**config.mk**
```make
export PLATFORM = sky130hd
export DESIGN_NAME = encoder_frontend_flat
export DESIGN_NICKNAME = d
export VERILOG_FILES = /design/src/rtl/encoder_frontend_if.sv /design/src/rtl/encoder_frontend.sv /design/src/flat_wrapper.sv
export SDC_FILE = /design/constraint.sdc
export NUM_CORES = 1
export LEC_CHECK = 0
export CAP_MARGIN = 20
export CORE_UTILIZATION = 40
export DETAILED_ROUTE_END_ITERATION = 12
export PLACE_DENSITY = 0.6
export SETUP_SLACK_MARGIN = 0.4
export SLEW_MARGIN = 20
export SYNTH_ARGS = -nofsm -noshare
export SYNTH_HDL_FRONTEND = slang
export SYNTH_SLANG_ARGS = --single-unit
```
**constraint.sdc**
```tcl
create_clock -name clk -period 9.5 [get_ports clk]
set_clock_uncertainty 0.15 [all_clocks]
set_input_delay 0.95 -clock clk [delete_from_list [all_inputs] [get_ports clk]]
set_output_delay 0.95 -clock clk [all_outputs]
set_load 0.005 [all_outputs]
```
**src/rtl/encoder_frontend_if.sv**
```systemverilog
// -----------------------------------------------------------------------------
// encoder_frontend_if
// Bundles the quadrature encoder front-end signals.
//   a_in, b_in   : raw encoder channels (asynchronous, may bounce)
//   frame        : frame sync level, synchronous to clk
//   a_out, b_out : debounced channels
//   step, dir    : one-cycle step pulse and direction of last legal step
//   err          : one-cycle pulse when both debounced channels change at once
//   frame_delta  : signed net step count over the previous frame
//   frame_valid  : one-cycle pulse when frame_delta is updated
// master = stimulus side, slave = encoder_frontend.
// -----------------------------------------------------------------------------
interface encoder_frontend_if;
    logic       a_in;
    logic       b_in;
    logic       frame;
    logic       a_out;
    logic       b_out;
    logic       step;
    logic       dir;
    logic       err;
    logic [7:0] frame_delta;
    logic       frame_valid;

    modport master (
        output a_in, b_in, frame,
        input  a_out, b_out, step, dir, err, frame_delta, frame_valid
    );

    modport slave (
        input  a_in, b_in, frame,
        output a_out, b_out, step, dir, err, frame_delta, frame_valid
    );
endinterface

```
**src/rtl/encoder_frontend.sv**
```systemverilog
// -----------------------------------------------------------------------------
// encoder_frontend
// Quadrature encoder front end: per-channel 2-flop synchronizer and debounce,
// quadrature step/direction decode, saturating per-frame step accumulator.
// Ports:
//   clk   : system clock, rising edge
//   reset : synchronous, active-high
//   bus   : encoder_frontend_if.slave (see interface header for signals)
// -----------------------------------------------------------------------------

// Per-channel synchronizer + debounce. The debounced level follows the
// synchronized level only after it has differed for DEBOUNCE_CYCLES cycles.
module encoder_frontend_debounce #(
    parameter int DEBOUNCE_CYCLES = 16
) (
    input  logic clk,
    input  logic reset,
    input  logic raw_i,
    output logic deb_o
);
    localparam logic [7:0] LAST = 8'(DEBOUNCE_CYCLES - 1);

    logic [1:0] sync_q;
    logic [7:0] cnt_q, cnt_d;
    logic       deb_q, deb_d;

    always_comb begin
        cnt_d = cnt_q;
        deb_d = deb_q;
        if (sync_q[1] == deb_q) begin
            cnt_d = '0;
        end else if (cnt_q == LAST) begin
            deb_d = sync_q[1];
            cnt_d = '0;
        end else begin
            cnt_d = cnt_q + 8'd1;
        end
    end

    always_ff @(posedge clk) begin
        if (reset) begin
            sync_q <= '0;
            cnt_q  <= '0;
            deb_q  <= 1'b0;
        end else begin
            sync_q <= {sync_q[0], raw_i};
            cnt_q  <= cnt_d;
            deb_q  <= deb_d;
        end
    end

    assign deb_o = deb_q;
endmodule

module encoder_frontend #(
    parameter int DEBOUNCE_CYCLES = 16
) (
    input  logic              clk,
    input  logic              reset,
    encoder_frontend_if.slave bus
);
    // Channel index 1 = A, 0 = B so the pair reads as {a,b}.
    logic [1:0] raw, deb;
    assign raw = {bus.a_in, bus.b_in};

    for (genvar ch = 0; ch < 2; ch++) begin : g_ch
        encoder_frontend_debounce #(
            .DEBOUNCE_CYCLES(DEBOUNCE_CYCLES)
        ) u_deb (
            .clk   (clk),
            .reset (reset),
            .raw_i (raw[ch]),
            .deb_o (deb[ch])
        );
    end

    logic [1:0]        prev_q;
    logic              step_q, step_d;
    logic              dir_q, dir_d;
    logic              err_q, err_d;
    logic              frame_q;
    logic              fv_q;
    logic signed [7:0] acc_q, acc_d;
    logic signed [7:0] acc_sat;
    logic signed [7:0] delta_q, delta_d;
    logic signed [8:0] acc_ext, inc, sum;
    logic              fwd, rev, strobe;

    // Gray-code decode of previous vs current debounced pair.
    always_comb begin
        fwd = 1'b0;
        rev = 1'b0;
        case ({prev_q, deb})
            4'b00_01, 4'b01_11, 4'b11_10, 4'b10_00: fwd = 1'b1;
            4'b00_10, 4'b10_11, 4'b11_01, 4'b01_00: rev = 1'b1;
            default: ;
        endcase
    end

    assign strobe = bus.frame & ~frame_q;

    // Accumulate in 9 bits so the clamp sees the true sum; -128 is never used
    // so the range stays symmetric.
    always_comb begin
        acc_ext = {acc_q[7], acc_q};
        inc     = fwd ? 9'sd1 : (rev ? -9'sd1 : 9'sd0);
        sum     = acc_ext + inc;
        if (sum > 9'sd127)
            acc_sat = 8'sd127;
        else if (sum < -9'sd127)
            acc_sat = -8'sd127;
        else
            acc_sat = sum[7:0];
    end

    always_comb begin
        step_d  = fwd | rev;
        err_d   = (prev_q ^ deb) == 2'b11;
        dir_d   = fwd ? 1'b1 : (rev ? 1'b0 : dir_q);
        // A step decoded in the strobe cycle lands in the closing frame.
        acc_d   = strobe ? 8'sd0 : acc_sat;
        delta_d = strobe ? acc_sat : delta_q;
    end

    always_ff @(posedge clk) begin
        if (reset) begin
            prev_q  <= '0;
            step_q  <= 1'b0;
            dir_q   <= 1'b0;
            err_q   <= 1'b0;
            frame_q <= 1'b1;   // frame held high through reset gives no strobe
            fv_q    <= 1'b0;
            acc_q   <= '0;
            delta_q <= '0;
        end else begin
            prev_q  <= deb;
            step_q  <= step_d;
            dir_q   <= dir_d;
            err_q   <= err_d;
            frame_q <= bus.frame;
            fv_q    <= strobe;
            acc_q   <= acc_d;
            delta_q <= delta_d;
        end
    end

    assign bus.a_out       = deb[1];
    assign bus.b_out       = deb[0];
    assign bus.step        = step_q;
    assign bus.dir         = dir_q;
    assign bus.err         = err_q;
    assign bus.frame_delta = delta_q;
    assign bus.frame_valid = fv_q;
endmodule

```
**src/flat_wrapper.sv**
```systemverilog
// flat-port wrapper written by rule: the top's interface ports become plain ports
module encoder_frontend_flat 
#(
    parameter int DEBOUNCE_CYCLES = 16
)
  (clk, reset, bus_a_in, bus_b_in, bus_frame, bus_a_out, bus_b_out, bus_step, bus_dir, bus_err, bus_frame_delta, bus_frame_valid);
  encoder_frontend_if bus_i ();
  input  logic clk;
  input  logic reset;
  input wire logic [$bits(bus_i.a_in)-1:0] bus_a_in;
  input wire logic [$bits(bus_i.b_in)-1:0] bus_b_in;
  input wire logic [$bits(bus_i.frame)-1:0] bus_frame;
  output wire logic [$bits(bus_i.a_out)-1:0] bus_a_out;
  output wire logic [$bits(bus_i.b_out)-1:0] bus_b_out;
  output wire logic [$bits(bus_i.step)-1:0] bus_step;
  output wire logic [$bits(bus_i.dir)-1:0] bus_dir;
  output wire logic [$bits(bus_i.err)-1:0] bus_err;
  output wire logic [$bits(bus_i.frame_delta)-1:0] bus_frame_delta;
  output wire logic [$bits(bus_i.frame_valid)-1:0] bus_frame_valid;
  assign bus_i.a_in = bus_a_in;
  assign bus_i.b_in = bus_b_in;
  assign bus_i.frame = bus_frame;
  assign bus_a_out = bus_i.a_out;
  assign bus_b_out = bus_i.b_out;
  assign bus_step = bus_i.step;
  assign bus_dir = bus_i.dir;
  assign bus_err = bus_i.err;
  assign bus_frame_delta = bus_i.frame_delta;
  assign bus_frame_valid = bus_i.frame_valid;
  encoder_frontend #(.DEBOUNCE_CYCLES(DEBOUNCE_CYCLES)) u_core (.clk(clk), .reset(reset), .bus(bus_i));
endmodule
```
==> results.rst, run 1 <==
.. list-table::
   :header-rows: 1

   * - Metric
     - Value
   * - Outcome
     - complete, no violations
   * - Net count of the mapped netlist
     - 222
   * - Layout Area Growth over Synthesis
     - 16.9%
   * - Vertical die dimension
     - 72.5 µm
   * - Average vias per placed instance
     - 4.80
   * - Yosys synthesis warning count
     - 0
   * - Startpoint type of the worst setup path
     - flop
   * - Fin. Hold Viols
     - 0
   * - Fraction of synthesis flops using an asynchronous set or reset pin
     - 0
   * - Crit path kind
     - reg -> reg
   * - Worst min-delay path category
     - reg -> reg
   * - Clock insertion delay at the later pin of the skew report
     - 0.29 ns
   * - Via count of the first global-routing pass
     - 1303
   * - Count of cell types in the netlist
     - 44
   * - Max VDD drop
     - 0.0000746 V
   * - Arr. time, crit path
     - 3.36 ns
   * - Total overflow reported by the global router
     - 0
   * - Die Outline Area
     - 0.00526 mm²
   * - DR pass1 iterations
     - 4
   * - Remaining DRCs
     - 0
   * - # fillers
     - 478
   * - Critical path cell sequence
     - xnor2_1, nor2_1, ha_1, a21o_1, o21bai_2, and4b_4, nor3_2, nor3_1, a311o_2
   * - Starting utilization of the core area
     - 0.418
   * - Core footprint
     - 0.00475 mm²
   * - Commonest register cell after synthesis
     - sky130_fd_sc_hd__dfxtp_1
   * - Final cell count without fillers
     - 293
   * - CTS H-Tree Depth
     - 2
   * - Final weighted congestion of routability-driven global placement
     - 0.833
   * - Proportion of layout cells with a drive suffix above 1
     - 0.0841
   * - Dpl ws
     - 6.11 ns
   * - Global-route wire length before repair
     - 5840 µm
   * - Maximum number of buffers from clock root to sink
     - 2
   * - Leakage power
     - 0.887 nW
   * - Slew of the pin with the lowest slew margin
     - 0.919 ns
   * - Sequential cell area fraction in the yosys report
     - 0.453
   * - Detail Placement HPWL
     - 2510 µm
   * - Number of gates on the worst path with buffers counted
     - 9
   * - Top-Level Pins
     - 19
   * - Number of flops mapped to enable cells by yosys
     - 0
   * - WL met2
     - 1470 µm
   * - Total clock buffers created by CTS
     - 5
   * - Global routing usage summed across all routing layers
     - 0.146
   * - Count of buffer and inverter cells on the critical path
     - 0
   * - CTS Sinks
     - 45
   * - TritonCTS clock tree
     - yes
   * - Period utilization
     - 0.351
   * - Iteration-0 DRC Markers
     - 34
   * - Worst relative slew slack
     - 0.386
   * - Unrepaired setup endpoints after global routing
     - no
   * - Count of hold-fix buffers inserted at cts
     - 0
   * - Clock period minus final worst setup slack
     - 3.33 ns
   * - Post-Route M1 WL
     - 1820 µm
   * - Highest routed metal layer
     - met4
   * - Highest clock frequency the design can meet
     - 300 MHz
   * - Avg Synthesized Cell Area
     - 9.65 µm²
   * - Total setup violations reported at the end of the flow
     - 0
   * - Synth Instances
     - 206
   * - CTS Root Buffer Type
     - sky130_fd_sc_hd__clkbuf_8
   * - Power per standard cell area
     - 136 mW/mm²
   * - Standard-cell row count
     - 25
   * - Critical Path Slowest Stage Cell
     - sky130_fd_sc_hd__nor2_1
   * - Worst Reg-to-Reg Cells
     - 9
   * - Wire length on met3
     - 101 µm
   * - Antenna violations before repair
     - 0
   * - WP data required
     - 9.53 ns
   * - Commonest non-fill, non-tap cell in the layout
     - sky130_fd_sc_hd__dfxtp_1
   * - Pin count of the biggest net entering global routing
     - 18
   * - Final sum of negative setup slack
     - 0 ns
   * - Reg clk slew, reported paths
     - 0.08 ns
   * - Commonest cells after routing, fill and taps aside
     - 45 x sky130_fd_sc_hd__dfxtp_1, 34 x sky130_fd_sc_hd__nor2_1, 18 x sky130_fd_sc_hd__clkdlybuf4s50_1
   * - Net count of the finished layout
     - 242
   * - Sum of routed wire length over all layers
     - 3440 µm
   * - Post-CTS setup repair buffer count
     - 0
   * - Critical path's top delay family
     - simple AND/OR/NAND/NOR gates
   * - Share of the core filled with cells in the final layout
     - 0.489
   * - Total via count after detailed routing
     - 1406
   * - Number of pins with negative max-slew slack in the final report
     - 0
   * - ANT nets after route
     - 0
   * - Critical path peak fanout
     - 9
   * - Number of port buffers
     - 18
   * - Chip Width
     - 72.5 µm
   * - Hold depth
     - 1
   * - Syn Std Cell Area
     - 0.00199 mm²
   * - Gates resized, CTS repair
     - 0
   * - Cell count after placement
     - 286
   * - Register bit count reported by yosys
     - 45
   * - Final setup slack of the worst path
     - 6.17 ns
   * - Maximum single-stage delay on the critical path
     - 0.50 ns
   * - Routed WL per cell
     - 11.7 µm
   * - Critical Path End Type
     - flop
   * - Antenna diode instance count
     - 0
   * - Max-cap violations
     - 0
[report_power, final]
group	switching, mW	internal [mW]	total (mW)
Clock	0.0601	0.0575	0.118
Combinational	0.00399	0.00309	0.00708
Sequential	0.000523	0.190	0.190
[stage by stage]
stage | cell area, µm² | hold slack (ns) | total power, mW
after global routing | 2320 | 0.315 | 0.330
after global placement | 2230 | 0.267 | 0.202
after detailed placement | 2230 | 0.278 | 0.202
after CTS | 2320 | 0.300 | 0.320
final | 2320 | 0.290 | 0.315
after floorplan | 1990 | 0.263 | 0.199
[state kept, by name, summed over array words and instances, names as in the netlist]
signal                    count
u_core.frame_q                1
u_core.bus.step               1
u_core.acc_q                  8
u_core.prev_q                 2
u_core.bus.err                1
u_core.bus.frame_delta        8
u_core.bus.frame_valid        1
u_core.g_ch.u_deb.deb_o       2
u_core.g_ch.u_deb.sync_q      4
u_core.g_ch.u_deb.cnt_q      16
u_core.bus.dir                1
[synthesized netlist by cell type (2+ instances only)]
master / count / area (µm²)
sky130_fd_sc_hd__a21o_1: 2 / 15.0
sky130_fd_sc_hd__a21oi_1: 6 / 30.0
sky130_fd_sc_hd__and3_1: 3 / 18.8
sky130_fd_sc_hd__clkbuf_1: 5 / 18.8
sky130_fd_sc_hd__dfxtp_1: 45 / 901
sky130_fd_sc_hd__ha_1: 10 / 125
sky130_fd_sc_hd__inv_1: 4 / 15.0
sky130_fd_sc_hd__maj3_1: 4 / 40.0
sky130_fd_sc_hd__mux2i_1: 3 / 30.0
sky130_fd_sc_hd__nand2_1: 10 / 37.5
sky130_fd_sc_hd__nand2b_1: 3 / 18.8
sky130_fd_sc_hd__nand3_1: 6 / 30.0
sky130_fd_sc_hd__nor2_1: 34 / 128
sky130_fd_sc_hd__nor2b_1: 8 / 50.1
sky130_fd_sc_hd__nor3_1: 3 / 15.0
sky130_fd_sc_hd__o211ai_1: 2 / 15.0
sky130_fd_sc_hd__o21ai_0: 6 / 30.0
sky130_fd_sc_hd__or2_2: 2 / 12.5
sky130_fd_sc_hd__or3_1: 2 / 12.5
sky130_fd_sc_hd__or4_1: 2 / 15.0
sky130_fd_sc_hd__xnor2_1: 14 / 123
sky130_fd_sc_hd__xor2_1: 10 / 87.6
[logic make-up after synthesis]
| logic type | count (synthesis) | synth area share |
|---|---|---|
| flops | 45 | 0.453 |
| mux | 3 | 0.0151 |
| buf+inv | 9 | 0.0170 |
| compound gates | 29 | 0.108 |
| fa+ha+maj | 16 | 0.0988 |
| simple gates | 80 | 0.202 |
| xor+xnor | 24 | 0.106 |
[worst register-to-register path, cell delays in order (launching register included)]
cell and delay, ns:
sky130_fd_sc_hd__dfxtp_1 0.45, sky130_fd_sc_hd__xnor2_1 0.12, sky130_fd_sc_hd__nor2_1 0.50, sky130_fd_sc_hd__ha_1 0.40, sky130_fd_sc_hd__a21o_1 0.21, sky130_fd_sc_hd__o21bai_2 0.21, sky130_fd_sc_hd__and4b_4 0.23, sky130_fd_sc_hd__nor3_2 0.48
sky130_fd_sc_hd__nor3_1 0.10, sky130_fd_sc_hd__a311o_2 0.36
[area by class of cell]
cell class | instances | area [µm²] | share of cell area
Sequential cell | 45 | 901 | 0.388
Inverter | 4 | 15.0 | 0.00646
Timing Repair Buffer | 18 | 180 | 0.0775
Tap cell | 67 | 83.8 | 0.0361
Clock inverter | 1 | 7.51 | 0.00323
Multi-Input combinational cell | 152 | 1050 | 0.453
Clock buffer | 6 | 82.6 | 0.0355
[routing by layer]
| layer | up-vias | GRT usage |
|---|---|---|
| met2 | 16 | 0.215 |
| met1 | 642 | 0.195 |
| met3 | 5 | 0.0431 |
| met4 | 0 | 0.0719 |
| met5 | - | 0 |
| li1 | 743 | - |
[final timing paths]
| kind | to | startpoint | slack [ns] |
|---|---|---|---|
| min reg2reg | u_core.g_ch[0].u_deb.sync_q[1] | u_core.g_ch[0].u_deb.sync_q[0] | 0.29 |
| min | u_core.g_ch[0].u_deb.sync_q[1] | u_core.g_ch[0].u_deb.sync_q[0] | 0.29 |
| max reg2reg | u_core.bus.frame_delta[1] | u_core.g_ch[1].u_deb.deb_o | 6.17 |
| max | u_core.bus.frame_delta[1] | u_core.g_ch[1].u_deb.deb_o | 6.17 |
No activity file was read; power rests on OpenSTA's default activity.
==> run 2, diff against run 1 <==
Clock period 9.5 ns to 3.39 ns, I/O delays scaled along.
==> run 2 against run 1 <==
Compared with the run above: register-to-register slack worse by 5.7 ns; via count is 5.6% higher; sequential share of layout area is 2.0 points lower; final cell count is 3.4% higher.
==> results.rst, run 2 (synthesized netlist as in run 1, its figures left out) <==
.. list-table::
   :header-rows: 1

   * - Metric
     - Value
   * - Standard-cell row count
     - 25
   * - Total overflow reported by the global router
     - 0
   * - Antenna violations before repair
     - 0
   * - Hold WS
     - 0.289 ns
   * - CTS Sinks
     - 45
   * - ANT nets after route
     - 0
   * - Critical path peak fanout
     - 8
   * - Part of the power in registers
     - 0.610
   * - Grt met1 use
     - 0.217
   * - Maximum number of buffers from clock root to sink
     - 2
   * - Net count of the finished layout
     - 251
   * - Proportion of layout cells with a drive suffix above 1
     - 0.169
   * - Worst relative slew slack
     - 0.694
   * - Total clock buffers created by CTS
     - 5
   * - Leakage power
     - 0.926 nW
   * - Switching power share of the total
     - 0.213
   * - Layout Area Growth over Synthesis
     - 24.4%
   * - Clock power share
     - 0.364
   * - Total setup violations reported at the end of the flow
     - 0
   * - Commonest non-fill, non-tap cell in the layout
     - sky130_fd_sc_hd__dfxtp_1
   * - Commonest cells after routing, fill and taps aside
     - 41 x sky130_fd_sc_hd__dfxtp_1, 33 x sky130_fd_sc_hd__nor2_1, 18 x sky130_fd_sc_hd__clkdlybuf4s50_1
   * - Detail Placement HPWL
     - 2580 µm
   * - Die Outline Area
     - 0.00526 mm²
   * - Number of pins with negative max-slew slack in the final report
     - 0
   * - Average vias per placed instance
     - 4.90
   * - Routed WL per cell
     - 12.6 µm
   * - Design Area, Final
     - 0.00247 mm²
   * - Arr. time, crit path
     - 3.00 ns
   * - Slew of the pin with the lowest slew margin
     - 0.459 ns
   * - Vertical die dimension
     - 72.5 µm
   * - Remaining DRCs
     - 0
   * - Crit path kind
     - reg -> reg
   * - Core footprint
     - 0.00475 mm²
   * - Sum of routed wire length over all layers
     - 3810 µm
   * - Number of port buffers
     - 18
   * - Period utilization
     - 0.873
   * - TritonCTS clock tree
     - yes
   * - Via count of the first global-routing pass
     - 1275
   * - Critical Path End Type
     - flop
   * - Outcome
     - complete, no violations
   * - Part of the total power dissipated in combinational logic
     - 0.026
   * - Max-cap violations
     - 0
   * - WP data required
     - 3.43 ns
   * - Internal cell power
     - 0.687 mW
   * - Starting utilization of the core area
     - 0.418
   * - Register containing the most flip-flops in the final layout
     - u_core.g_ch.u_deb.cnt_q
   * - Pin count of the biggest net entering global routing
     - 17
   * - Top-Level Pins
     - 19
   * - Unrepaired setup endpoints after global routing
     - no
   * - Highest clock frequency the design can meet
     - 338 MHz
   * - Iteration-0 DRC Markers
     - 69
   * - Met2 Use GR
     - 0.208
   * - Chip Width
     - 72.5 µm
   * - Reg clk slew, reported paths
     - 0.08 ns
   * - Clock insertion delay at the later pin of the skew report
     - 0.29 ns
   * - P_sw
     - 0.186 mW
   * - Worst min-delay path category
     - reg -> reg
   * - Flip-flop count of the largest register after layout
     - 16
   * - Global routing usage summed across all routing layers
     - 0.152
   * - CTS Root Buffer Type
     - sky130_fd_sc_hd__clkbuf_8
   * - DR pass1 iterations
     - 4
   * - Post-DP Area
     - 0.00226 mm²
   * - Global Route met3 Usage
     - 0.0417
   * - Antenna diode instance count
     - 0
   * - Final sum of negative setup slack
     - 0 ns
   * - Final weighted congestion of routability-driven global placement
     - 0.854
   * - # fillers
     - 455
   * - Power per standard cell area
     - 353 mW/mm²
   * - Clock period minus final worst setup slack
     - 2.96 ns
   * - Layer with the highest usage after global routing
     - met1
   * - Startpoint type of the worst setup path
     - flop
   * - CTS H-Tree Depth
     - 2
   * - Share of the core filled with cells in the final layout
     - 0.520
   * - Fin. Hold Viols
     - 0
   * - Total via count after detailed routing
     - 1485
   * - Global-route wire length before repair
     - 6000 µm
   * - Max VDD drop
     - 0.000202 V
## run 2: what timing repair did
action | 4_1_cts | 5_1_grt
resized for setup | 5 | 10
pin swaps | 1 | 6
hold buffers | 0 | 0
setup endpoints to repair | 3 | 11
setup buffers | 0 | 6
## run 2: final cells by class
| class | count | area, µm² | share of cell area |
|---|---|---|---|
| clock inverter | 1 | 7.51 | 0.00303 |
| timing repair buffer | 27 | 248 | 0.100 |
| inverter | 4 | 15.0 | 0.00607 |
| sequential | 45 | 908 | 0.367 |
| tap | 67 | 83.8 | 0.0339 |
| clock buffer | 7 | 76.3 | 0.0309 |
| multi-input combinational | 152 | 1130 | 0.459 |
## run 2: path summary, 6_finish.rpt
kind                             startpoint  slack, ns                              to  cells past startpoint
min reg2reg  u_core.g_ch[1].u_deb.sync_q[0]       0.29  u_core.g_ch[1].u_deb.sync_q[1]                      1
max              u_core.g_ch[0].u_deb.deb_o       0.43       u_core.bus.frame_delta[3]                     10
min          u_core.g_ch[1].u_deb.sync_q[0]       0.29  u_core.g_ch[1].u_deb.sync_q[1]                      1
max reg2reg      u_core.g_ch[0].u_deb.deb_o       0.43       u_core.bus.frame_delta[3]                     10
## run 2: through the flow
step | setup WS (ns) | total power [mW] | cells
floorplan | 0.479 | 0.557 | 206
global placement | 0.334 | 0.568 | 289
detailed placement | 0.300 | 0.568 | 289
CTS | 0.410 | 0.888 | 297
global route | 0.366 | 0.914 | 303
finish | 0.430 | 0.873 | 303
## run 2: routing by layer
metal  wire, µm  vias up
met2       1650       27
li1           -      762
met4        101        0
met5          0        -
met3        141       10
met1       1910      686
## run 2: power groups by stage
stage	Sequential, mW	Clock (mW)	Combinational [mW]
floorplan	0.546	0	0.0118
global placement	0.546	0	0.0225
detailed placement	0.546	0	0.0223
CTS	0.533	0.332	0.0224
global route	0.533	0.356	0.0254
finish	0.532	0.318	0.0224
## run 2: critical path, stage by stage (launching register included)
cell and delay (ns):
sky130_fd_sc_hd__dfxtp_4 0.40, sky130_fd_sc_hd__xor2_2 0.25, sky130_fd_sc_hd__nor2_4 0.11, sky130_fd_sc_hd__buf_4 0.15
sky130_fd_sc_hd__ha_1 0.20, sky130_fd_sc_hd__a21o_1 0.21, sky130_fd_sc_hd__o21bai_2 0.23, sky130_fd_sc_hd__and4b_4 0.23
sky130_fd_sc_hd__or3_4 0.40, sky130_fd_sc_hd__maj3_2 0.31, sky130_fd_sc_hd__a22o_1 0.19
==> edit (flow settings as in run 1) <==
Reset style: asynchronous (`reset`), changed in 2 clocked blocks.
--- a/src/rtl/encoder_frontend.sv
+++ b/src/rtl/encoder_frontend.sv
@@ -39,3 +39,3 @@
 
-    always_ff @(posedge clk) begin
+    always_ff @(posedge clk or posedge reset) begin
         if (reset) begin
@@ -124,3 +124,3 @@
 
-    always_ff @(posedge clk) begin
+    always_ff @(posedge clk or posedge reset) begin
         if (reset) begin
Function: differs if reset is asserted again (counterexample within 4 cycles, from zero or initial values and one cycle with reset high); with reset held inactive, the same outputs for 10 cycles.
==> edit against run 1 <==
  * Routed wire length rose by 11%
  * Final area rose by 8.7%
  * Non-clock buffer count rose by 1
  * Die area rose by 8.4%
  * Largest cell class is now sequential cells
  * Sequential cell count did not move
  * Setup slack got worse by 150 ps
  * Critical path depth fell by 1
  * Synthesized area rose by 8.7%
  * Final cell count did not move
  * Critical path type unchanged
Power is not compared: it rests on default switching activity, and its combinational part moved more than twofold at a synthesized area within 25%.
==> edit: results <==
run_status:
  status: "complete, no violations"
yosys:
  syn_nets: 217
  yosys_warnings: 0
  ys_seq_area_share_pct: 52.17
  synth-edff-count: 0
  ys_top_cells_by_area: "dfrtp_1 (51%), ha_1 (5.8%), xor2_1 (5.3%)"
  async_flop_share_pct: 100.0
  synth.avg_cell_area_um2: 10.75
  synth_common_cells: "dfrtp_1 (44), nor2_1 (28), nand2_1 (16), xor2_1 (13), xnor2_1 (12)"
  synth_cell_types: 40
grt:
  overflow: 0
  grt_max_degree: 46
  track_usage_pct: 14.68
  grt_pass1_wl_um: 6147
  antenna_found_initial: 0
  grt_pass1_vias: 1343
route:
  wire_per_inst_um: 12.98
  viasPerCell: 4.898
  via_count: 1435
  drtIter0Drc: 36
  dr.pass1.iters: 4
place:
  hpwl_um: 2734
  numPortBuffers: 18
  place.gp.congestion: 0.7868
  dp_cells: 285
cts:
  numCtsBuffers: 5
  root_buffer: "clkbuf_8"
  path_clk_slew_ps: 90
  cts_setup_buffers: 0
  clk_latency_ps: 290
  h-tree-depth: 2
  clock_path_buffers: 2
  cts_resized: 0
final_layout:
  antenna_cells: 0
  regMostFlops: "u_core.g_ch.u_deb.cnt_q"
  drive_gt1_share_pct: 6.726
  largest_register_ffs: 16
  fill_cells: 514
  fin_nets: 238
sta:
  max_slew_margin_pct: 59.46
  setup-violations-final: 0
setup_path:
  slowest_delay_ps: 490
  crit_family: "compound AO/OA/AOI/OAI gates"
  crit_slowest_cell: "nor2_1"
  arrival_ps: 3530
  crit_fanout: 10
power:
  leakage_nw: 1.179
  p_switching_w: 0.00008342
  peakVddDrop_mv: 0.09659
worst_hold_path:
  hold_class: "flip-flop to flip-flop"
run:
  max_cap_viol_count: 0
-- edit: cell count changes after synthesis, moves of 3 or more --
cell	delta
dfxtp_1	-45
dfrtp_1	+44
xor2_1	+3
nand2_1	+6
nor2_1	-6
nor2b_1	-7
-- edit: power by group through the flow --
stage | registers [W] | logic [W] | clock network [W]
4_1_cts | 0.000203 | 0.0000290 | 0.000148
5_1_grt | 0.000203 | 0.0000324 | 0.000152
6_report | 0.000203 | 0.0000285 | 0.000143
3_3_place_gp | 0.000206 | 0.0000289 | 0
3_5_place_dp | 0.000206 | 0.0000289 | 0
2_1_floorplan | 0.000206 | 0.0000175 | 0
-- edit: cells by family after synthesis --
group,count (synthesis),synth area share [%]
AO/OA/AOI/OAI,29,9.381
multiplexers,3,1.505
XOR/XNOR,25,10.13
AND/OR/NAND/NOR,74,16.04
adder cells (fa/ha/maj),16,9.033
flip-flops,45,52.17
buffers and inverters,9,1.737
-- edit: stage by stage --
stage                     setup slack [ps]  cell area (um2)
final                                 6019             2525
after detailed placement              5989             2414
after global placement                6046             2414
after global routing                  5697             2525
after CTS                             5972             2525
after floorplan                       6419             2161
-- edit: worst paths after layout --
| check | from | depth (start not counted) | to | slack [ps] |
|---|---|---|---|---|
| max in group asynchronous | reset | 3 | u_core.bus.frame_delta[1] | 7860 |
| setup / recovery | u_core.g_ch[0].u_deb.deb_o | 8 | u_core.bus.frame_delta[0] | 6020 |
| setup reg to reg | u_core.g_ch[0].u_deb.deb_o | 8 | u_core.bus.frame_delta[0] | 6020 |
| hold reg to reg | u_core.g_ch[0].u_deb.sync_q[0] | 0 | u_core.g_ch[0].u_deb.sync_q[1] | 200 |
| min in group asynchronous | reset | 3 | u_core.bus.frame_delta[7] | 940 |
| hold / removal | u_core.g_ch[0].u_deb.sync_q[0] | 0 | u_core.g_ch[0].u_deb.sync_q[1] | 200 |
-- edit: routing by layer --
| layer | wire (um) | vias up | track usage, % |
|---|---|---|---|
| li1 | - | 725 | - |
| met1 | 1992 | 687 | 20.56 |
| met2 | 1651 | 19 | 22.12 |
| met3 | 113 | 4 | 3.175 |
| met4 | 44 | 0 | 6.173 |
| met5 | 0 | - | 0 |
-- edit: final cells by class --
cell class                      instances  area share, %
Sequential cell                        45          44.65
Multi-Input combinational cell        147          39.45
Timing Repair Buffer                   19          7.433
Tap cell                               70          3.469
Clock buffer                            6          2.874
Clock inverter                          2          1.536
Inverter                                4         0.5946
-- edit: worst register-to-register path, delay by kind of cell, from the launching register on --
family	cells	cell delay, ps
AOI/OAI and AO/OA	4	1440
DFF	1	470
adders and majority gates	1	440
and+or+nand+nor	2	670
xor gates and xnor gates	1	210
